[config.mk]
export PLATFORM = sky130hd
export DESIGN_NAME = gapb_mst_if_flat
export DESIGN_NICKNAME = d
export VERILOG_FILES = /design/src/rtl/gapb_pkg.sv /design/src/rtl/gapb_mst_if_if.sv /design/src/rtl/gapb_mst_tmo.sv /design/src/rtl/gapb_mst_if.sv /design/src/flat_wrapper.sv
export SDC_FILE = /design/constraint.sdc
export NUM_CORES = 1
export LEC_CHECK = 0
export ABC_AREA = 1
export ABC_CLOCK_PERIOD_IN_PS = 1550
export CAP_MARGIN = 10
export CORE_MARGIN = 4
export CORE_UTILIZATION = 30
export DETAILED_ROUTE_END_ITERATION = 16
export GPL_ROUTABILITY_DRIVEN = 0
export RECOVER_POWER = 25
export SYNTH_ARGS = -nofsm -noshare
export SYNTH_HDL_FRONTEND = slang
export SYNTH_HIERARCHICAL = 1
export SYNTH_SLANG_ARGS = --single-unit
[constraint.sdc]
create_clock -name pclk -period 1.55 [get_ports pclk]
set_clock_uncertainty 0.1 [all_clocks]
set_input_delay 0.155 -clock pclk [delete_from_list [all_inputs] [get_ports pclk]]
set_output_delay 0.155 -clock pclk [all_outputs]
set_load 0.005 [all_outputs]
[src/rtl/gapb_pkg.sv]
// Shared APB definitions: phase-state encoding and data width.
// Also used by the APB register-interface blocks.
package gapb_pkg;

  localparam int GAPB_DATA_W = 32;

  typedef enum logic [1:0] {
    GAPB_IDLE   = 2'b00,
    GAPB_SETUP  = 2'b01,
    GAPB_ACCESS = 2'b10
  } gapb_state_e;

endpackage

[src/rtl/gapb_mst_if_if.sv]
// Request/response and APB bus bundle for the APB requester.
// The master modport is the requester's view; the slave modport is the view
// of whatever sits on the other side (engine plus APB target).
interface gapb_mst_if_if import gapb_pkg::*; #(
  parameter int ADDR_WIDTH = 8
);

  // Engine-side request/response
  logic                   req_valid;
  logic                   req_ready;
  logic                   req_write;
  logic [ADDR_WIDTH-1:0]  req_addr;
  logic [GAPB_DATA_W-1:0] req_wdata;
  logic                   rsp_valid;
  logic [GAPB_DATA_W-1:0] rsp_rdata;
  logic                   rsp_err;
  logic                   busy;

  // APB bus
  logic                   psel;
  logic                   penable;
  logic                   pwrite;
  logic [ADDR_WIDTH-1:0]  paddr;
  logic [GAPB_DATA_W-1:0] pwdata;
  logic [GAPB_DATA_W-1:0] prdata;
  logic                   pready;

  modport master (
    input  req_valid, req_write, req_addr, req_wdata, prdata, pready,
    output req_ready, rsp_valid, rsp_rdata, rsp_err, busy,
           psel, penable, pwrite, paddr, pwdata
  );

  modport slave (
    output req_valid, req_write, req_addr, req_wdata, prdata, pready,
    input  req_ready, rsp_valid, rsp_rdata, rsp_err, busy,
           psel, penable, pwrite, paddr, pwdata
  );

endinterface

[src/rtl/gapb_mst_tmo.sv]
// ACCESS-phase wait counter for the APB requester. Counts ACCESS cycles
// that see pready low and flags the cycle on which the transfer must be
// forced to end. Only built when GAPB_MST_PREADY_EN is defined.
module gapb_mst_tmo #(
  parameter int TIMEOUT_CYC = 16
) (
  input  logic pclk,
  input  logic rst_n,
  input  logic in_access_i,
  input  logic pready_i,
  output logic timeout_hit_o
);

  logic [7:0] count_q, count_d;

  // Outside ACCESS the count sits at zero, so every ACCESS starts fresh.
  always_comb begin
    count_d = count_q;
    if (!in_access_i) begin
      count_d = '0;
    end else if (!pready_i) begin
      count_d = count_q + 8'd1;
    end
  end

  // Counter register.
  always_ff @(posedge pclk or negedge rst_n) begin
    if (!rst_n) begin
      count_q <= '0;
    end else begin
      count_q <= count_d;
    end
  end

  assign timeout_hit_o = in_access_i && (count_q == 8'(TIMEOUT_CYC - 1));

endmodule

[src/rtl/gapb_mst_if.sv]
// APB requester: turns a single-outstanding request/response interface into
// APB SETUP/ACCESS transfers. Define GAPB_MST_PREADY_EN to honour pready
// with a bounded wait (timeout reported via rsp_err); otherwise ACCESS is
// always one cycle and pready is ignored.
module gapb_mst_if import gapb_pkg::*; #(
  parameter int ADDR_WIDTH  = 8,
  parameter int TIMEOUT_CYC = 16
) (
  input logic            pclk,
  input logic            rst_n,
  gapb_mst_if_if.master  bus
);

  gapb_state_e            state_q, state_d;
  logic                   req_ready;
  logic                   accept;
  logic                   complete;
  logic                   timeout_hit;
  logic                   done;
  logic                   psel_q, penable_q, pwrite_q, rsp_valid_q;
  logic [ADDR_WIDTH-1:0]  paddr_q;
  logic [GAPB_DATA_W-1:0] pwdata_q, rsp_rdata_q;

`ifdef GAPB_MST_PREADY_EN
  logic rsp_err_q;

  gapb_mst_tmo #(
    .TIMEOUT_CYC (TIMEOUT_CYC)
  ) u_tmo (
    .pclk          (pclk),
    .rst_n         (rst_n),
    .in_access_i   (state_q == GAPB_ACCESS),
    .pready_i      (bus.pready),
    .timeout_hit_o (timeout_hit)
  );

  assign complete = bus.pready | timeout_hit;

  // Error flag travels with the response pulse.
  always_ff @(posedge pclk or negedge rst_n) begin
    if (!rst_n) begin
      rsp_err_q <= 1'b0;
    end else begin
      rsp_err_q <= done & timeout_hit;
    end
  end

  assign bus.rsp_err = rsp_err_q;
`else
  logic unused_pready;

  assign unused_pready = bus.pready;
  assign timeout_hit   = 1'b0;
  assign complete      = 1'b1;
  assign bus.rsp_err   = 1'b0;
`endif

  assign accept = bus.req_valid & req_ready;
  assign done   = (state_q == GAPB_ACCESS) & complete;

  // Next phase and request acceptance; a new request can be taken in the
  // same cycle an ACCESS completes, giving back-to-back transfers.
  always_comb begin
    state_d   = state_q;
    req_ready = (state_q == GAPB_IDLE) | ((state_q == GAPB_ACCESS) & complete);
    case (state_q)
      GAPB_IDLE:   if (accept) state_d = GAPB_SETUP;
      GAPB_SETUP:  state_d = GAPB_ACCESS;
      GAPB_ACCESS: if (complete) state_d = accept ? GAPB_SETUP : GAPB_IDLE;
      default:     state_d = GAPB_IDLE;
    endcase
  end

  // Phase register; psel/penable are decoded from the next phase so they
  // come straight out of flops.
  always_ff @(posedge pclk or negedge rst_n) begin
    if (!rst_n) begin
      state_q   <= GAPB_IDLE;
      psel_q    <= 1'b0;
      penable_q <= 1'b0;
    end else begin
      state_q   <= state_d;
      psel_q    <= (state_d != GAPB_IDLE);
      penable_q <= (state_d == GAPB_ACCESS);
    end
  end

  // Address/data/direction latch on accept and hold until the next accept.
  always_ff @(posedge pclk or negedge rst_n) begin
    if (!rst_n) begin
      pwrite_q <= 1'b0;
      paddr_q  <= '0;
      pwdata_q <= '0;
    end else if (accept) begin
      pwrite_q <= bus.req_write;
      paddr_q  <= bus.req_addr;
      pwdata_q <= bus.req_wdata;
    end
  end

  // Response pulse and read-data capture on the completing ACCESS edge.
  always_ff @(posedge pclk or negedge rst_n) begin
    if (!rst_n) begin
      rsp_valid_q <= 1'b0;
      rsp_rdata_q <= '0;
    end else begin
      rsp_valid_q <= done;
      if (done & timeout_hit) begin
        rsp_rdata_q <= '0;
      end else if (done & ~pwrite_q) begin
        rsp_rdata_q <= bus.prdata;
      end
    end
  end

  assign bus.req_ready = req_ready;
  assign bus.rsp_valid = rsp_valid_q;
  assign bus.rsp_rdata = rsp_rdata_q;
  assign bus.busy      = (state_q != GAPB_IDLE);
  assign bus.psel      = psel_q;
  assign bus.penable   = penable_q;
  assign bus.pwrite    = pwrite_q;
  assign bus.paddr     = paddr_q;
  assign bus.pwdata    = pwdata_q;

endmodule

[src/flat_wrapper.sv]
// flat-port wrapper written by rule: the top's interface ports become plain ports
module gapb_mst_if_flat import gapb_pkg::*;
#(
  parameter int ADDR_WIDTH  = 8,
  parameter int TIMEOUT_CYC = 16
)
  (pclk, rst_n, bus_req_valid, bus_req_write, bus_req_addr, bus_req_wdata, bus_prdata, bus_pready, bus_req_ready, bus_rsp_valid, bus_rsp_rdata, bus_rsp_err, bus_busy, bus_psel, bus_penable, bus_pwrite, bus_paddr, bus_pwdata);
  gapb_mst_if_if #(.ADDR_WIDTH(ADDR_WIDTH)) bus_i ();
  input logic pclk;
  input logic rst_n;
  input wire logic [$bits(bus_i.req_valid)-1:0] bus_req_valid;
  input wire logic [$bits(bus_i.req_write)-1:0] bus_req_write;
  input wire logic [$bits(bus_i.req_addr)-1:0] bus_req_addr;
  input wire logic [$bits(bus_i.req_wdata)-1:0] bus_req_wdata;
  input wire logic [$bits(bus_i.prdata)-1:0] bus_prdata;
  input wire logic [$bits(bus_i.pready)-1:0] bus_pready;
  output wire logic [$bits(bus_i.req_ready)-1:0] bus_req_ready;
  output wire logic [$bits(bus_i.rsp_valid)-1:0] bus_rsp_valid;
  output wire logic [$bits(bus_i.rsp_rdata)-1:0] bus_rsp_rdata;
  output wire logic [$bits(bus_i.rsp_err)-1:0] bus_rsp_err;
  output wire logic [$bits(bus_i.busy)-1:0] bus_busy;
  output wire logic [$bits(bus_i.psel)-1:0] bus_psel;
  output wire logic [$bits(bus_i.penable)-1:0] bus_penable;
  output wire logic [$bits(bus_i.pwrite)-1:0] bus_pwrite;
  output wire logic [$bits(bus_i.paddr)-1:0] bus_paddr;
  output wire logic [$bits(bus_i.pwdata)-1:0] bus_pwdata;
  assign bus_i.req_valid = bus_req_valid;
  assign bus_i.req_write = bus_req_write;
  assign bus_i.req_addr = bus_req_addr;
  assign bus_i.req_wdata = bus_req_wdata;
  assign bus_i.prdata = bus_prdata;
  assign bus_i.pready = bus_pready;
  assign bus_req_ready = bus_i.req_ready;
  assign bus_rsp_valid = bus_i.rsp_valid;
  assign bus_rsp_rdata = bus_i.rsp_rdata;
  assign bus_rsp_err = bus_i.rsp_err;
  assign bus_busy = bus_i.busy;
  assign bus_psel = bus_i.psel;
  assign bus_penable = bus_i.penable;
  assign bus_pwrite = bus_i.pwrite;
  assign bus_paddr = bus_i.paddr;
  assign bus_pwdata = bus_i.pwdata;
  gapb_mst_if #(.ADDR_WIDTH(ADDR_WIDTH), .TIMEOUT_CYC(TIMEOUT_CYC)) u_core (.pclk(pclk), .rst_n(rst_n), .bus(bus_i));
endmodule
==> flow_results.org <==
** Critical path
- Critical setup path kind :: flip-flop to output pin
- In this design, the stage delay of the slowest critical-path cell is around 0.5 ns.
- Required @ worst endpoint :: 1.29 ns
- CP max-delay cell :: clkdlybuf4s50_1
- Crit path buf inv count :: 1
- STA classifies the critical path endpoint as an output pin.
- Traced cell by cell, the critical path runs through clkdlybuf4s50_1.
- Kind of launch point of the worst setup path :: flip-flop
- Along the worst path, the maximum fanout reaches 2.
- For the worst setup path, the data arrival time is between 1 and 1.5 ns.
- The kind of cell with the highest combined delay along the critical path is buffers and inverters.

** Synthesis
- Of the total synthesized cell area, the portion taken by XOR and XNOR cells is 0.
- Mux contribution to synthesized area :: 0
- The area fraction in compound gates after synthesis is 0.00164.
- Summed over all instances, the cell type with the most area after synthesis is dfrtp_1.
- Number of synthesized register bits :: 77
- Warnings from Yosys :: 6
- Yosys instantiated no cell more often than nand2_1.
- The number of nets handed over by synthesis was roughly 410.
- The cell count after synthesis came out at 330.
- The share of synthesized area in the top cell type comes to 0.630.
- Largest family of logic cells by synthesized area :: simple AND/OR/NAND/NOR gates
- Adder-Cell Fraction of Synth Area :: 0
- Most used flip-flop cell after synthesis :: dfrtp_1
- After synthesis, the most frequently instantiated cells are 188 x nand2_1, 77 x dfrtp_1, 32 x nand4_1.
- Sequential-to-total area share from yosys stat :: 0.630
- Average footprint of a synthesized cell :: between 9 and 10 µm²
- Area share of and/or/nand/nor cells after synthesis :: 0.306
- The mapped netlist covers 3060 µm².
- Async set or reset register ratio after synthesis :: 1.00
- Number of enable flip-flop cells after synthesis :: 0
- Library cells used by synthesis :: 13
- By area the synthesized netlist is led by dfrtp_1 63%, nand2_1 23%, nand4_1 6.5%, buf_6 2.9%, buf_2 2.0%.

** Final layout
- Fill cells in the final layout number between 900 and 1000.
- The sequential cells in the finished layout cover a total of 1930 µm².
- Total area of multi-input combinational cells :: 963 µm²
- Ant. Diodes :: 0
- Fraction of final layout cells with drive strength greater than 1 :: 0.0730
- # nets final :: 565
- Layout overhead on the synthesized area :: 61.4%

** STA
- Number of setup violations in the final report :: 0
- Dividing the final minimum period by the clock period gives 0.958.
- After routing, the total negative slack on setup checks comes to 0 ns.
- Minimum hold slack :: 0.239 ns
- Headroom to the max-slew limit came out at 0.545.
- The hold violation count in the final report came to 0.
- The clock period could shrink to 1.49 ns.
- Unrepaired setup endpoints after global routing :: false
- Transition time at the pin with the least slew margin :: 0.683 ns
- Derived from the worst setup path, the maximum achievable clock frequency is 673 MHz.
- Final count of pins violating max slew :: 0

** Hold path
- The min-delay analysis places its worst path in the category primary input to flip-flop.

** Route
- DR DRC count :: 0
- The first detailed-routing pass took 4 iterations.
- The routed layout has 2802 vias.
- The detail route stage leaves a number of antenna-violating nets equal to 0.
- For this block, the initial DRC count from the detailed router was 176.
- Wire per inst :: about 15 µm
- After detailed routing, the number of vias per cell comes to approximately 4.5.
- Summed over all layers, the routed wires come to approximately 9.1 mm.

** Floorplan
- The floorplan has 36 rows.
- Initial standard-cell utilization of the core :: 0.310
- Area inside the core boundary :: 9860 µm²
- The die is 109 µm wide.
- The floorplan step defined a die boundary enclosing 11900 µm².
- I/O pin count :: 156
- Die height :: 109 µm

** Place
- Port-buffer cells :: 153
- Summed over all nets, the half-perimeter wirelength after detailed placement is approximately 6.3 mm.

** Clocking
- Buffers from clock root to sink, at most :: 2
- Clock tree synthesis found a total of 77 sinks.
- Clock latency on the worst-skew pair, taken at its later pin, is 0.34 ns.
- Clock tree synthesis inserted a total of 9 buffers.
- In this run the number of H-tree levels came out at 3.
- TritonCTS built the clock tree.
- In this run the clock root is driven by a clkbuf_8.
- After clock tree synthesis, the clock-pin slew on the worst setup and hold paths is about 0.08 ns.

** Power and ir drop
- Power spread over the standard cell area amounts to 1170 nW/µm².
- Fraction of power spent switching nets :: 0.278
- For this design the total switching power over the nets is 1.61 mW.
- Of the total power, the clock network draws 0.256.
- Of the total power, registers draw 0.452.
- Across the VDD grid, the largest voltage drop is around 0.00045 V.
- Combinational power share :: 0.292
- For this design the static power due to leakage is approximately 2.4 nW.
- Cell internal pwr :: approximately 4.2 mW

** Global routing
- The number of global-route vias before repair came to 2840.
- Pin count of the biggest net entering global routing :: 43
- In the global route stage, overall resource usage came out at 0.157.
- First-pass GRT wire length :: roughly 14 mm
- Antenna violations before repair :: 0
- Global routing finished with a remaining overflow of 0.

** Flow run
- Max-capacitance violation count :: 0

** Run status
- The run finished with clean final reports.
area by class of cell:
| class | instances | share of cell area |
|---|---|---|
| clock buffers | 10 | 0.0258 |
| clock inverters | 6 | 0.0129 |
| inverters | 4 | 0.00355 |
| multi-input cells | 227 | 0.195 |
| flip-flops and latches | 77 | 0.390 |
| well taps | 133 | 0.0337 |
| repair buffers | 169 | 0.339 |
placed cells by master, fill, tap and decap left out, drive strengths merged, types with 3 or more instances in the layout:
master           n
dlymetal6s2s     4
clkinv           3
nand2          189
clkbuf          13
nand4           32
dlygate4sd2      3
inv              4
dfrtp           77
clkdlybuf4s50  145
buf             13
worst paths after layout:
check                                      endpoint                      from  cells after the start  slack [ns]
max                                   bus_pwdata[2]      u_core/bus.pwdata[2]                      1        0.06
min                           u_core/bus.pwdata[19]         bus_req_wdata[19]                      3        0.24
max reg2reg                u_core/bus.rsp_rdata[17]         u_core/bus.pwrite                      5        0.12
min reg2reg                u_core/bus.rsp_rdata[14]  u_core/bus.rsp_rdata[14]                      2        0.37
max in group asynchronous  u_core/bus.rsp_rdata[26]                     rst_n                      3        0.32
min in group asynchronous  u_core/bus.rsp_rdata[18]                     rst_n                      2        0.27
per-stage QoR:
step / area, µm² / util / setup WS, ns / cells / power (mW)
finish: 4940 / 0.501 / 0.0649 / 626 / 5.79
global route: 4940 / 0.501 / 0.000777 / 626 / 6.18
CTS: 4920 / 0.499 / 0.0210 / 625 / 5.88
detailed placement: 4700 / 0.476 / 0.160 / 605 / 4.35
global placement: 4700 / 0.476 / 0.161 / 605 / 4.33
floorplan: 3060 / - / 0.455 / 330 / 3.16
state kept, by name (all words and copies together) (netlist names):
register / flops
u_core/bus.psel: 1
u_core/bus.paddr: 8
u_core/bus.rsp_valid: 1
u_core/bus.rsp_rdata: 32
u_core/bus.penable: 1
u_core/state_q: 1
u_core/bus.pwdata: 32
u_core/bus.pwrite: 1
cell families (layout without fill, tap and decap cells):
group	Yosys count	count (layout)
flops	77	77
buf+inv	27	189
other cells	1	1
simple gates	224	225
compound gates	1	1
layer usage:
metal,global-route usage,vias to the layer above,share of wire
met3,0.0657,7,0.11
met5,0,-,0
met4,0.0433,0,0.0079
met1,0.194,1313,0.43
met2,0.252,124,0.45
li1,-,1358,-
what timing repair did:
item                                    CTS  global route
gates cloned                              0             1
buffers inserted                          3             0
endpoints found under the setup margin    4            16
endpoints found under the hold margin    77             0
hold buffers                              1             0
resized for setup                         4             7
pin swaps                                 0             1
power groups by stage:
stage,Clock (mW),Combinational [mW],Sequential (mW)
6_report,1.48,1.69,2.62
5_1_grt,1.63,1.87,2.68
3_3_place_gp,0,1.69,2.64
3_5_place_dp,0,1.70,2.65
4_1_cts,1.55,1.71,2.62
2_1_floorplan,0,0.476,2.69
Power figures use the tool's default switching activity.
